[config.mk]
export PLATFORM = sky130hd
export DESIGN_NAME = tiny_fetch_sequencer
export DESIGN_NICKNAME = d
export VERILOG_FILES = /design/src/rtl/tiny_fetch_sequencer.sv
export SDC_FILE = /design/constraint.sdc
export NUM_CORES = 1
export LEC_CHECK = 0
export BUFFER_PORTS_ARGS = -buffer_cell sky130_fd_sc_hd__buf_2
export CAP_MARGIN = 10
export CORE_ASPECT_RATIO = 1.1
export CORE_MARGIN = 2
export CORE_UTILIZATION = 35
export CTS_CLUSTER_DIAMETER = 40
export DETAILED_ROUTE_END_ITERATION = 10
export SLEW_MARGIN = 15
export SYNTH_ARGS = -nofsm -noshare
export SYNTH_HDL_FRONTEND = slang
export SYNTH_SLANG_ARGS = --single-unit
[constraint.sdc]
create_clock -name clock -period 4.35 [get_ports clock]
set_input_delay 0.87 -clock clock [delete_from_list [all_inputs] [get_ports clock]]
set_output_delay 0.87 -clock clock [all_outputs]
set_load 0.01 [all_outputs]
[src/rtl/tiny_fetch_sequencer.sv]
// Instruction-fetch controller for the TinyMcu program ROM: owns the PC, handles the 1-cycle ROM latency.
// Optional ISSUE-stage breakpoint compare is compiled in when FETCH_BKPT_EN is defined.
module tiny_fetch_sequencer #(
  parameter int ADDR_W   = 5,
  parameter int DATA_W   = 8,
  parameter int PROG_LEN = 16,
  parameter int RESET_PC = 0
) (
  input  logic              clock,
  input  logic              nReset,
  input  logic              run,
  output logic [ADDR_W-1:0] romAddr,
  input  logic [DATA_W-1:0] romData,
  output logic [DATA_W-1:0] instr,
  output logic [ADDR_W-1:0] instrPc,
  output logic              instrValid,
  input  logic              instrReady,
  input  logic              jumpEn,
  input  logic [ADDR_W-1:0] jumpAddr,
  output logic              busy,
  output logic              fault
`ifdef FETCH_BKPT_EN
  ,
  input  logic              bkptEn,
  input  logic [ADDR_W-1:0] bkptAddr,
  output logic              bkptHit
`endif
);

  typedef enum logic [2:0] {IDLE, ISSUE, CAPTURE, HOLD, FAULT} state_t;

  localparam logic [ADDR_W-1:0] LAST_PC  = ADDR_W'(PROG_LEN - 1);
  localparam logic [ADDR_W-1:0] START_PC = ADDR_W'(RESET_PC);
  localparam logic [ADDR_W:0]   LEN_EXT  = (ADDR_W+1)'(PROG_LEN);

  state_t            state;
  logic [ADDR_W-1:0] pc;
  logic              handshake;
  logic              jump_ok;
`ifdef FETCH_BKPT_EN
  logic              bkpt_skip;
`endif

  function automatic logic [ADDR_W-1:0] next_pc(input logic [ADDR_W-1:0] p);
    return (p == LAST_PC) ? '0 : p + ADDR_W'(1);
  endfunction

  function automatic logic in_range(input logic [ADDR_W-1:0] a);
    return {1'b0, a} < LEN_EXT;
  endfunction

  assign romAddr   = pc;
  assign handshake = instrValid && instrReady;
  assign jump_ok   = in_range(jumpAddr);
  assign busy      = (state != IDLE) && (state != FAULT);

  always_ff @(posedge clock) begin
    if (!nReset) begin
      state      <= IDLE;
      pc         <= START_PC;
      instr      <= '0;
      instrPc    <= '0;
      instrValid <= 1'b0;
      fault      <= 1'b0;
`ifdef FETCH_BKPT_EN
      bkptHit    <= 1'b0;
      bkpt_skip  <= 1'b0;
`endif
    end else begin
`ifdef FETCH_BKPT_EN
      bkptHit <= 1'b0;
`endif
      // A redirect beats every other transition; a same-cycle handshake has already been observed.
      if (jumpEn && state != FAULT) begin
        instrValid <= 1'b0;
`ifdef FETCH_BKPT_EN
        bkpt_skip  <= 1'b0;
`endif
        if (jump_ok) begin
          pc <= jumpAddr;
          if (state != IDLE) state <= ISSUE;
        end else begin
          fault <= 1'b1;
          state <= FAULT;
        end
      end else begin
        case (state)
          IDLE: begin
            instrValid <= 1'b0;
            if (run) begin
              state <= ISSUE;
`ifdef FETCH_BKPT_EN
              bkpt_skip <= 1'b1;
`endif
            end
          end
          ISSUE: begin
`ifdef FETCH_BKPT_EN
            bkpt_skip <= 1'b0;
            if (bkptEn && pc == bkptAddr && !bkpt_skip) begin
              bkptHit <= 1'b1;
              state   <= IDLE;
            end else
`endif
            state <= CAPTURE;
          end
          // ROM has registered pc on the previous edge, so romData belongs to pc here.
          CAPTURE: begin
            instr      <= romData;
            instrPc    <= pc;
            instrValid <= 1'b1;
            pc         <= next_pc(pc);
            state      <= HOLD;
          end
          HOLD: begin
            if (handshake) begin
              instrValid <= 1'b0;
              state      <= run ? ISSUE : IDLE;
            end
          end
          FAULT: begin
            instrValid <= 1'b0;
          end
          default: begin
            instrValid <= 1'b0;
            state      <= IDLE;
          end
        endcase
      end
    end
  end

endmodule

==> results of run 1 <==
per-layer routing:
layer  vias up  global-route usage [%]  share of wire, %
met2        33                    24.7                44
met5         -                       0                 0
met1       477                    19.2                48
li1        533                       -                 -
met4         0                    6.10               1.2
met3         4                    2.67               6.9
path summary, 6_finish.rpt:
| kind | from | to | cells after the start |
|---|---|---|---|
| max | state[1]$_SDFFE_PN0P_ | busy | 2 |
| min | instr[0]$_SDFFE_PN0P_ | instr[0]$_SDFFE_PN0P_ | 2 |
| max reg2reg | state[1]$_SDFFE_PN0P_ | romAddr[2]$_SDFFE_PN0P_ | 4 |
| min reg2reg | instr[0]$_SDFFE_PN0P_ | instr[0]$_SDFFE_PN0P_ | 2 |
worst max-delay path: stages, from the launching register on:
cell and delay (ns):
dfxtp_1 0.42, or2_2 0.36, buf_2 0.15
power breakdown:
group	leakage, nW	total, mW	internal, mW	switching (mW)
clock network	0.0177	0.0985	0.0344	0.0641
logic	0.359	0.0632	0.0295	0.0337
registers	0.187	0.230	0.218	0.0118
per-stage QoR:
step | instances | setup WS (ns) | hold WS (ns) | power [mW] | utilization, %
global placement | 197 | 2.16 | 0.438 | 0.296 | 42.5
finish | 201 | 2.25 | 0.456 | 0.392 | 43.4
floorplan | 134 | 2.43 | 0.479 | 0.276 | -
detailed placement | 197 | 2.14 | 0.443 | 0.298 | 42.5
CTS | 201 | 2.24 | 0.461 | 0.398 | 43.4
global route | 201 | 2.17 | 0.488 | 0.416 | 43.4
cell usage after synthesis (2+ instances only):
library cell	number	area, um^2
o21ai_0	2	10.0
buf_6	2	22.5
nor2_1	2	7.51
nand2b_1	2	12.5
o21ai_1	3	15.0
dfxtp_1	23	460
nor3b_1	2	15.0
a21boi_1	10	75.1
buf_2	5	25.0
and2_1	2	12.5
nor2b_1	4	25.0
a21oi_1	7	35.0
a22oi_1	3	22.5
or4_1	2	15.0
nand3_1	3	15.0
a21boi_0	4	30.0
nand2_1	33	124
inv_1	2	7.51
clkbuf_1	2	7.51
nor3_1	4	20.0
registers in the layout, summed over array words and instances, names as in the netlist:
| name | cells |
|---|---|
| state | 3 |
| fault | 1 |
| instrValid | 1 |
| romAddr | 5 |
| instrPc | 5 |
| instr | 8 |
final cells by class:
| type | count | area (um^2) |
|---|---|---|
| clock buffer | 3 | 22.5 |
| clock inverter | 1 | 5.00 |
| fill | 336 | 1730 |
| inverter | 2 | 7.51 |
| multi-input combinational | 100 | 594 |
| sequential | 23 | 460 |
| tap | 34 | 42.5 |
| timing repair buffer | 38 | 190 |
cell families (layout without fill, tap and decap cells):
group | Yosys count | after routing | synth area share (%)
mux | 1 | 1 | 0.896
simple gates | 60 | 60 | 26.4
fa+ha+maj | 1 | 1 | 1.12
xor+xnor | 1 | 1 | 0.784
compound gates | 37 | 37 | 24.0
buf+inv | 11 | 44 | 5.60
flops | 23 | 23 | 41.2
cells in the final DEF (no fill, tap or decap), types with 2 or more instances in the layout:
master,instances
buf_2,38
nand2_1,33
dfxtp_1,23
a21boi_1,10
a21oi_1,7
nor2b_1,4
nor3_1,4
a21boi_0,4
nand3_1,3
a22oi_1,3
o21ai_1,3
clkbuf_4,3
inv_1,2
nand2b_1,2
and2_1,2
nor3b_1,2
o21ai_0,2
or4_1,2
nor2_1,2
==> run_results.csv, run 1 <==
group,metric,value,unit
clock_tree,cts_htree_levels,1,
drt,ant_nets,0,
clock_tree,numCtsBuffers,3,
floorplan,dieHeight,63.3,um
drt,num_vias,1047,
synth,synthFlopType,"dfxtp_1",
synth,synth_edf_count,0,
placed_design,place.gp.congestion,0.858,
pwr,power_density,296,nW/um^2
drt,post_drt_wl_per_cell,12.8,um
synth,async_flop_share,0,%
cells_and_area,drive_gt1_share,28.1,%
cells_and_area,antennaDiodeCount,0,
timing,setup_viol,0,
floorplan,io_pins,39,
clock_tree,clock_sinks,23,
synth,ys_seq_area_share,41.2,%
cells_and_area,stdcell_area,1320,um^2
timing,slew_violations,0,
grt,grt_overflow,0,
cells_and_area,nets,187,
clock_tree,post_cts_buffers,0,
clock_tree,cts_resized,0,
grt,first_global_vias,952,
synth,synth.ff_latch_count,23,
worst_setup_path,cp_max_fo,11,
worst_setup_path,r2r_setup_slack,2.69,ns
clock_tree,root_buffer,"clkbuf_4",
drt,drt_first_pass_iters,4,
timing,min_period,2.10,ns
synth,syn_inst,134,
placed_design,dp_hpwl,1.88,mm
synth,syn-num-nets,153,
floorplan,placementRows,21,
timing,tns,0,ns
floorplan,start_util,36.7,%
timing,finClkSkew,0.00878,ns
floorplan,core_area,3050,um^2
synth,synth_area,1120,um^2
floorplan,dieArea,3660,um^2
pwr,p_leak,0.563,nW
synth,synth.distinct_cells,37,
worst_setup_path,worstSetupPathType,"reg -> out",
clock_tree,clock_latency,0.32,ns
synth,yosys_warnings,0,
drt,drc,0,
clock_tree,cts_hold_buf,0,
pwr,peakVddDrop,0.169,mV
grt,grt_util_all_layers,15.0,%
cells_and_area,synthToLayoutAreaGrowth,18.4,%
placed_design,portBuffers,38,
clock_tree,clockBufferDepth,2,
floorplan,die_w,57.9,um
timing,finalHoldViolCount,0,
timing,worstMarginPinSlew,0.501,ns
worst_setup_path,worstPathArrival,1.23,ns
worst_setup_path,crit_path_start_kind,"register",
worst_setup_path,end_kind,"output port",
drt,via_per_inst,5.21,
flow_run,maxCapViolCount,0,
timing,max_freq,476,MHz
grt,antenna_found_initial,0,
timing,relSlewSlack,66.6,%
worst_hold_path,hold_path_class,"reg -> reg",
grt,grt_max_degree,25,
timing,finalCritPeriodShare,48.3,%
clock_tree,clk_pin_slew,0.12,ns
grt,grt_pass1_wl,4.33,mm
timing,rsz0062_at_grt,"false",
placed_design,dpl-instance-area,1290,um^2
clock_tree,cts_tree,"done",
synth,syn_avg_cell_area,8.34,um^2
drt,first_iter_violations,26,
outcome,outcome,"complete, no violations",
drt,routed_wl,2.57,mm
worst_setup_path,critPathRequiredTime,3.48,ns
No activity file was read; power rests on OpenSTA's default activity.
==> run 2, diff against run 1 <==
clock period = 1.83 ns   (was 4.35 ns; I/O delays follow)
==> run_results.csv, run 2 (same netlist as run 1, synthesis figures left out) <==
group,metric,value,unit
worst_setup_path,end_kind,"output port",
worst_setup_path,critPathMaxStageDelay,0.42,ns
flow_run,maxCapViolCount,0,
pwr,switching_share,28.4,%
placed_design,dp_hpwl,1.79,mm
timing,setup_viol,0,
timing,worstMarginPinSlew,0.382,ns
cells_and_area,top_register,"instr",
drt,first_iter_violations,41,
placed_design,place.gp.congestion,0.824,
drt,ant_nets,0,
floorplan,placementRows,21,
grt,grt_pass1_wl,4.02,mm
timing,finalHoldViolCount,0,
worst_setup_path,critPathSlowestCell,"dfxtp_1",
pwr,pwr-share-seq,58.2,%
grt,antenna_found_initial,0,
outcome,outcome,"complete, no violations",
clock_tree,cts_tree,"done",
worst_setup_path,cp_max_fo,11,
clock_tree,cts_hold_buf,0,
grt,first_global_vias,931,
drt,routed_wl,2.44,mm
worst_hold_path,hold_path_class,"in -> reg",
clock_tree,cts_htree_levels,1,
drt,highest_layer,"met4",
cells_and_area,drive_gt1_share,29.0,%
clock_tree,numCtsBuffers,3,
pwr,peakVddDrop,0.518,mV
timing,min_period,1.62,ns
floorplan,io_pins,39,
grt,grt_util_all_layers,14.1,%
drt,drt_first_pass_iters,5,
clock_tree,clockBufferDepth,2,
clock_tree,clock_sinks,23,
clock_tree,root_buffer,"clkbuf_4",
timing,slew_violations,0,
cells_and_area,synthToLayoutAreaGrowth,19.7,%
drt,drc,0,
floorplan,dieArea,3660,um^2
cells_and_area,utilization,43.9,%
timing,finalCritPeriodShare,88.6,%
pwr,clkPwrFrac,25.8,%
floorplan,dieHeight,63.3,um
timing,max_freq,617,MHz
worst_setup_path,crit_path_start_kind,"register",
timing,tns,0,ns
grt,grt_max_degree,25,
clock_tree,clk_pin_slew,0.14,ns
cells_and_area,nets,189,
clock_tree,post_cts_buffers,0,
worst_setup_path,worstSetupPathType,"reg -> out",
cells_and_area,antennaDiodeCount,0,
timing,worst_hold_slack,0.274,ns
drt,route.met2.wl,1.15,mm
pwr,power,0.937,mW
clock_tree,cts_resized,0,
floorplan,die_w,57.9,um
timing,rsz0062_at_grt,"false",
drt,num_vias,1045,
grt,grt_overflow,0,
cells_and_area,n_fill_cell,337,
cells_and_area,layout_commonest_cell,"buf_2",
floorplan,start_util,36.7,%
timing,finClkSkew,0.0130,ns
timing,setup_slack,0.208,ns
drt,wl_met1,1.07,mm
floorplan,core_area,3050,um^2
cells_and_area,largest_register_ffs,8,
timing,relSlewSlack,74.5,%
pwr,p_leak,0.573,nW
drt,via_per_inst,5.15,
worst_setup_path,worstPathArrival,1.26,ns
pwr,power_density,701,nW/um^2
drt,wl_met3,194,um
cells_and_area,mostFrequentLayoutCells,"buf_2 (38), nand2_1 (33), dfxtp_1 (23), a21boi_1 (10), a21oi_1 (7)",
clock_tree,clock_latency,0.32,ns
worst_setup_path,crit_chain,"or2_2 -> buf_2",
placed_design,dpl_worst_slack,0.237,ns
pwr,pwr-share-comb,16.0,%
drt,post_drt_wl_per_cell,12.0,um
pwr,p_switching,0.266,mW
pwr,power.internal,0.671,mW
placed_design,portBuffers,38,
worst_setup_path,critPathRequiredTime,1.46,ns
==> run 2: routing by layer <==
layer	track usage (%)	vias up
met5	0	-
met4	4.36	0
met3	4.72	4
met2	23.4	39
met1	17.1	468
li1	-	534
==> run 2: worst paths after layout <==
| kind | startpoint | endpoint | slack, ns | cells past startpoint |
|---|---|---|---|---|
| hold reg to reg | instrPc[3]$_SDFFE_PN0P_ | instrPc[3]$_SDFFE_PN0P_ | 0.46 | 2 |
| setup reg to reg | state[1]$_SDFFE_PN0P_ | romAddr[2]$_SDFFE_PN0P_ | 0.29 | 4 |
| setup / recovery | state[1]$_SDFFE_PN0P_ | busy | 0.21 | 2 |
| hold / removal | romData[4] | instr[4]$_SDFFE_PN0P_ | 0.27 | 3 |
==> run 2: metrics by stage <==
step	std cells	instance area [um^2]
after global routing	203	1340
after CTS	203	1340
final	203	1340
after detailed placement	199	1310
after floorplan	134	1120
after global placement	199	1310
==> run 2: final cells by class <==
type	count	area, um^2	share of cell area [%]
Tap cell	34	42.5	3.18
Timing Repair Buffer	40	205	15.3
Inverter	2	7.51	0.561
Clock buffer	3	22.5	1.68
Sequential cell	23	460	34.4
Clock inverter	1	5.00	0.374
Multi-Input combinational cell	100	594	44.4
==> run 2: worst max-delay path: cells and delay by family, from the launching register on <==
kind | cells | cell delay (ns)
DFF | 1 | 0.42
and+or+nand+nor | 1 | 0.36
buffers and inverters | 1 | 0.15
==> run 2: power groups by stage <==
| stage | clock network [mW] | registers, mW | logic, mW |
|---|---|---|---|
| after floorplan | 0 | 0.548 | 0.109 |
| after global placement | 0 | 0.556 | 0.149 |
| after detailed placement | 0 | 0.557 | 0.150 |
| after CTS | 0.254 | 0.546 | 0.151 |
| after global routing | 0.276 | 0.551 | 0.168 |
| final | 0.241 | 0.546 | 0.150 |
